`config.mk`:
```
export PLATFORM = sky130hd
export DESIGN_NAME = pop_sequencer_n
export DESIGN_NICKNAME = d
export VERILOG_FILES = /design/src/rtl/pop_sequencer_n.sv
export SDC_FILE = /design/constraint.sdc
export NUM_CORES = 1
export LEC_CHECK = 0
export ABC_CLOCK_PERIOD_IN_PS = 5300
export CORE_UTILIZATION = 35
export CTS_CLUSTER_DIAMETER = 50
export DETAILED_ROUTE_END_ITERATION = 8
export DONT_BUFFER_PORTS = 1
export SYNTH_ARGS = -nofsm -noshare
export SYNTH_HDL_FRONTEND = slang
export SYNTH_SLANG_ARGS = --single-unit
```
`constraint.sdc`:
```
create_clock -name clk_2M5 -period 5.3 [get_ports clk_2M5]
set_clock_uncertainty 0.05 [all_clocks]
set_input_delay 0.795 -clock clk_2M5 [delete_from_list [all_inputs] [get_ports clk_2M5]]
set_output_delay 0.795 -clock clk_2M5 [all_outputs]
set_load 0.01 [all_outputs]
```
`src/rtl/pop_sequencer_n.sv`:
```
// N-channel gate sequencer for the pump/MW/probe/sample timing of the POP experiment.
// Per-channel start/stop edges and the period are double-buffered and committed only at cycle boundaries.
module pop_sequencer_n #(
  parameter int unsigned WIDTH      = 16,
  parameter int unsigned N_CH       = 4,
  parameter int unsigned AW         = 6,
  parameter int unsigned DEF_PERIOD = 40000,
  parameter logic [N_CH*WIDTH-1:0] DEF_START = '0,
  parameter logic [N_CH*WIDTH-1:0] DEF_STOP  = '0
) (
  input  logic             clk_2M5,
  input  logic             reset,
  input  logic             enable,
  input  logic             oneshot,
  input  logic             wr_en,
  input  logic [AW-1:0]    wr_addr,
  input  logic [WIDTH-1:0] wr_data,
  output logic [N_CH-1:0]  ch_out,
  output logic             cycle_start,
  output logic             busy,
  output logic [WIDTH-1:0] cycle_cnt,
  output logic [WIDTH-1:0] count
);

  // state | meaning
  // IDLE  | count held at 0, gates low, active registers follow shadow
  // RUN   | count sweeps 0..period-1, gates decoded from active registers
  localparam logic [0:0] ST_IDLE = 1'b0;
  localparam logic [0:0] ST_RUN  = 1'b1;

  localparam logic [AW-1:0]    PERIOD_ADDR = AW'(2 * N_CH);
  localparam logic [WIDTH-1:0] ONE         = WIDTH'(1);
  localparam logic [WIDTH-1:0] MIN_PERIOD  = WIDTH'(2);
  localparam logic [WIDTH-1:0] RST_PERIOD  = WIDTH'((DEF_PERIOD < 2) ? 2 : DEF_PERIOD);

  logic [0:0] state;
  logic       en_q;

  logic [WIDTH-1:0] sh_start   [N_CH];
  logic [WIDTH-1:0] sh_stop    [N_CH];
  logic [WIDTH-1:0] sh_period;
  logic [WIDTH-1:0] sh_start_d [N_CH];
  logic [WIDTH-1:0] sh_stop_d  [N_CH];
  logic [WIDTH-1:0] sh_period_d;
  logic [WIDTH-1:0] act_start  [N_CH];
  logic [WIDTH-1:0] act_stop   [N_CH];
  logic [WIDTH-1:0] act_period;

  logic en_rise;
  logic last_cnt;
  logic wrap;

  assign busy     = (state == ST_RUN);
  assign en_rise  = enable & ~en_q;
  assign last_cnt = (state == ST_RUN) && (count == act_period - ONE);
  assign wrap     = last_cnt && enable && !oneshot;

  // Shadow next-state: register file write decode
  always_comb begin
    sh_period_d = sh_period;
    for (int k = 0; k < N_CH; k++) begin
      sh_start_d[k] = sh_start[k];
      sh_stop_d[k]  = sh_stop[k];
      if (wr_en && (wr_addr == AW'(2 * k)))
        sh_start_d[k] = wr_data;
      if (wr_en && (wr_addr == AW'(2 * k + 1)))
        sh_stop_d[k] = wr_data;
    end
    if (wr_en && (wr_addr == PERIOD_ADDR))
      sh_period_d = (wr_data < MIN_PERIOD) ? MIN_PERIOD : wr_data;
  end

  always_ff @(posedge clk_2M5 or negedge reset) begin
    if (!reset) begin
      sh_period <= RST_PERIOD;
      for (int k = 0; k < N_CH; k++) begin
        sh_start[k] <= DEF_START[k*WIDTH +: WIDTH];
        sh_stop[k]  <= DEF_STOP[k*WIDTH +: WIDTH];
      end
    end else begin
      sh_period <= sh_period_d;
      for (int k = 0; k < N_CH; k++) begin
        sh_start[k] <= sh_start_d[k];
        sh_stop[k]  <= sh_stop_d[k];
      end
    end
  end

  // In IDLE the active set follows the shadow including this clock's write, so a
  // write coinciding with the enable rise is seen by the starting cycle. At a wrap
  // only the already-registered shadow commits; a same-clock write waits a cycle.
  always_ff @(posedge clk_2M5 or negedge reset) begin
    if (!reset) begin
      act_period <= RST_PERIOD;
      for (int k = 0; k < N_CH; k++) begin
        act_start[k] <= DEF_START[k*WIDTH +: WIDTH];
        act_stop[k]  <= DEF_STOP[k*WIDTH +: WIDTH];
      end
    end else if (state == ST_IDLE) begin
      act_period <= sh_period_d;
      for (int k = 0; k < N_CH; k++) begin
        act_start[k] <= sh_start_d[k];
        act_stop[k]  <= sh_stop_d[k];
      end
    end else if (wrap) begin
      act_period <= sh_period;
      for (int k = 0; k < N_CH; k++) begin
        act_start[k] <= sh_start[k];
        act_stop[k]  <= sh_stop[k];
      end
    end
  end

  always_ff @(posedge clk_2M5 or negedge reset) begin
    if (!reset) begin
      state       <= ST_IDLE;
      en_q        <= 1'b0;
      count       <= '0;
      cycle_start <= 1'b0;
      cycle_cnt   <= '0;
    end else begin
      en_q        <= enable;
      cycle_start <= 1'b0;
      case (state)
        ST_IDLE: begin
          count <= '0;
          if (en_rise) begin
            state       <= ST_RUN;
            cycle_start <= 1'b1;
          end
        end
        ST_RUN: begin
          if (last_cnt) begin
            count     <= '0;
            cycle_cnt <= cycle_cnt + ONE;
            if (wrap)
              cycle_start <= 1'b1;
            else
              state <= ST_IDLE;
          end else begin
            count <= count + ONE;
          end
        end
        default: state <= ST_IDLE;
      endcase
    end
  end

  always_ff @(posedge clk_2M5 or negedge reset) begin
    if (!reset) begin
      ch_out <= '0;
    end else begin
      for (int k = 0; k < N_CH; k++)
        ch_out[k] <= (state == ST_RUN) && (count >= act_start[k]) && (count < act_stop[k]);
    end
  end

endmodule

```
==> results.txt <==
The flow ran to the end, and the final reports show no timing, DRC or antenna violations. Once the floorplan was initialized, standard cells occupied 35.6% of the core. The floorplan step defined a core boundary enclosing 50500 um^2. After synthesis, the share of flip-flops with an asynchronous set or reset is 100%. The unique cell type count in the Yosys netlist is 55.

Clock-pin slew was measured on the worst setup and hold paths at 60 ps. Summing all non-filler instances in the final layout gives an area of 20200 um^2. For the number of nets at the end of the flow, the log shows 1896. The vertical die dimension came out at 229 um.

Counting I/O delays and the setup requirement, the final critical path takes 3700 ps. Commonest non-fill, non-tap cell in the layout: sky130_fd_sc_hd__dfrtp_1. The via count of the first global-routing pass is 13600. During placement, the flow inserted port buffers numbering 0. The multi-input combinational cells in the finished layout cover a total of 8820 um^2.

Worst setup path category: flop to flop. The tools report the proportion of synthesized chip area in sequential cells as 45.6%. Entering global routing, the biggest net connects 328 pins. The run gives 0 as the number of remaining DRC errors. Synthesis produced 1790 cells. In this run the remaining antenna-violating nets after routing total 0. The tools report the required time of the critical path as 5730 ps. The power density over the cells is 461 nW/um^2, and the wire length of the first global-routing pass is 79400 um.

The vias per cell is 5.52, and the x dimension of the die is 229 um. Summing over every cut layer, the via total after detailed routing is 13500. Global routing used 19.4% of the available tracks across all layers. For the number of failing setup endpoints in the final timing report, the log shows 0.

The tools report the root buffer selected by CTS as sky130_fd_sc_hd__clkbuf_16. During synthesis, Yosys emitted a total of 0 warnings. The number of clock buffers added by TritonCTS is 43.

After layout, the worst setup slack is 1600 ps. The highest ir drop seen on vdd came out at 294 uV. The path class of the tightest hold or removal check is primary input to asynchronous set/reset pin. The signed area change from the synthesized netlist to the final layout works out to 12.1%. The routed design has 50800 um of wire.

At the worst endpoint, the arrival time is 4130 ps. In this run, the number of DRC markers left after iteration 0 of detailed routing was 860. The tool flagged a number of max-cap violations equal to 0. The length of the first detailed-routing pass in iterations was 5.

TritonCTS built the clock tree. For this design the static power due to leakage is 10.1 nW. Setup repair after global routing left no endpoint under its margin. At the pin with the least slew margin, the transition time is 1150 ps. Registers take 8200 um^2.

Of all nets on the critical path, the largest fanout is 82. The HPWL after detailed placement came out at 29400 um. In this run the count of I/O pins placed on the die edge is 65. Total number of H-tree levels: 2. The headroom to the max-slew limit was 22.9%; the mean cell area of the mapped netlist was 10.1 um^2. Derived from the worst setup path, the maximum achievable clock frequency is 271 MHz. The post-route netlist has 15.3% of its cells at a drive strength greater than 1. STA classifies the critical path startpoint as a flop. Once placement finished, the instance area stood at 18600 um^2. For the number of filler instances in the final layout, the log shows 4889. In the layout the commonest cells are sky130_fd_sc_hd__dfrtp_1, sky130_fd_sc_hd__nand2_1, sky130_fd_sc_hd__a21o_1.

The logs give 1944 for the total nets after synthesis and 18000 um^2 for the netlist area before placement. The run gives 0.801 as the last weighted congestion value of the routability-driven placer. The kind of end point of the critical path was a flop. The number of cell rows is 82, and the initial antenna violation count is 0. The repair_antennas step left the layout with diodes totalling 0.

The count of endpoints failing hold in the final timing report was 0; the flop and latch count out of synthesis was 327. The die covers 52300 um^2. The most used flip-flop cell after synthesis is sky130_fd_sc_hd__dfrtp_1. The sum of negative setup slack is 0 ps, and the ratio of final minimum period to clock period is 69.7%. The number of flops mapped to enable cells by yosys works out to 0. The clock reaches the later pin of the worst-skew pair after 560 ps. For the max-slew violation count, the log shows 0.

Dividing the detail-routed wire length by the instance count gives 20.8 um. CTS sink count: 327. Summed over all layers, the global routing overflow is 0. Before CTS, the worst setup slack after placement is 1600 ps. No sink is reached through more buffers than the 3 on the longest clock path.
[registers in the layout, indices dropped and copies added, names as in the netlist]
name / flops
busy: 1
act_stop: 64
sh_period: 16
ch_out: 4
act_start: 64
act_period: 16
sh_stop: 64
sh_start: 64
cycle_cnt: 16
cycle_start: 1
count: 16
en_q: 1
[stage by stage]
stage          total power [mW]  utilization, %  cells  hold WS, ps
6_report                   9.30            39.9   2449         35.1
5_1_grt                    9.88            39.9   2449         13.4
4_1_cts                    9.33            39.8   2447         -104
3_5_place_dp               6.20            36.8   2367          415
3_3_place_gp               6.11            36.8   2367          407
2_1_floorplan              5.45               -   1790          394
[worst max-delay path, cell delays in order (launching register included)]
cell and delay, ps:
sky130_fd_sc_hd__dfrtp_1 480, sky130_fd_sc_hd__inv_1 110, sky130_fd_sc_hd__ha_1 330, sky130_fd_sc_hd__nor4_2 330, sky130_fd_sc_hd__nor3_1 80, sky130_fd_sc_hd__o211a_1 230
sky130_fd_sc_hd__nor4b_2 380, sky130_fd_sc_hd__nand4_4 590, sky130_fd_sc_hd__buf_12 480, sky130_fd_sc_hd__nor4_2 340, sky130_fd_sc_hd__xor2_1 170
[final timing paths]
| path | from | end | slack (ps) | depth (start not counted) |
|---|---|---|---|---|
| max in group asynchronous | reset | sh_stop[31]$_DFF_PN0_ | 4300 | 1 |
| setup / recovery | act_period[0]$_DFFE_PN0P_ | cycle_cnt[15]$_DFFE_PN0P_ | 1600 | 10 |
| setup reg to reg | act_period[0]$_DFFE_PN0P_ | cycle_cnt[15]$_DFFE_PN0P_ | 1600 | 10 |
| hold / removal | reset | sh_period[11]$_DFF_PN1_ | 40 | 0 |
| hold reg to reg | act_stop[23]$_DFFE_PN0P_ | act_stop[23]$_DFFE_PN0P_ | 420 | 1 |
| min in group clk_2M5 | enable | en_q$_DFF_PN0_ | 270 | 0 |
[cell usage after synthesis (all sizes together) (7+ instances only)]
cell type	number	share of area, %
xor2	26	1.3
and3	8	0.28
a21oi	28	0.78
dfstp	10	1.5
nor2	46	0.96
dfrtp	317	44
xnor2	19	0.92
o31ai	139	5.8
nor3	18	0.50
nor2b	8	0.28
buf	31	0.87
nand4	22	0.80
nand2b	7	0.24
ha	127	8.8
a21o	178	7.4
clkbuf	88	1.8
nor4	12	0.67
inv	135	2.8
nand2	302	6.3
mux2	145	9.1
nand3	26	0.72
o21ai	29	0.81
[cell type report]
cell class | count | share of cell area, %
multi-input combinational | 1209 | 43.8
sequential | 327 | 40.7
clock buffer | 55 | 5.97
tap | 672 | 4.17
inverter | 135 | 2.53
clock inverter | 25 | 1.57
timing repair buffer | 26 | 1.35
[routing by layer]
layer	vias to the layer above	part of all wire (%)	track usage, %
met4	0	2.5	6.06
met2	386	45	30.7
met1	6895	46	26.2
met3	79	6.5	4.19
met5	-	0	0
li1	6158	-	-
[repair_timing]
action | CTS | global route
hold endpoints to repair | 317 | 160
resized for setup | 0 | 0
buffers inserted | 0 | 0
[power breakdown]
group | switching, mW | leakage [nW] | internal, mW | total (mW)
Sequential | 0.428 | 4.34 | 3.06 | 3.49
Clock | 1.20 | 0.728 | 1.88 | 3.08
Combinational | 1.56 | 5.05 | 1.17 | 2.73
[cells by family (layout without fill, tap and decap cells)]
logic type | count (synthesis) | in the layout | share of synthesized area (%)
compound gates | 413 | 413 | 16.7
fa+ha+maj | 127 | 127 | 8.83
buf+inv | 254 | 241 | 5.52
mux | 148 | 148 | 9.24
simple gates | 476 | 476 | 12.0
xor+xnor | 45 | 45 | 2.19
flops | 327 | 327 | 45.6
Power figures use the tool's default switching activity.
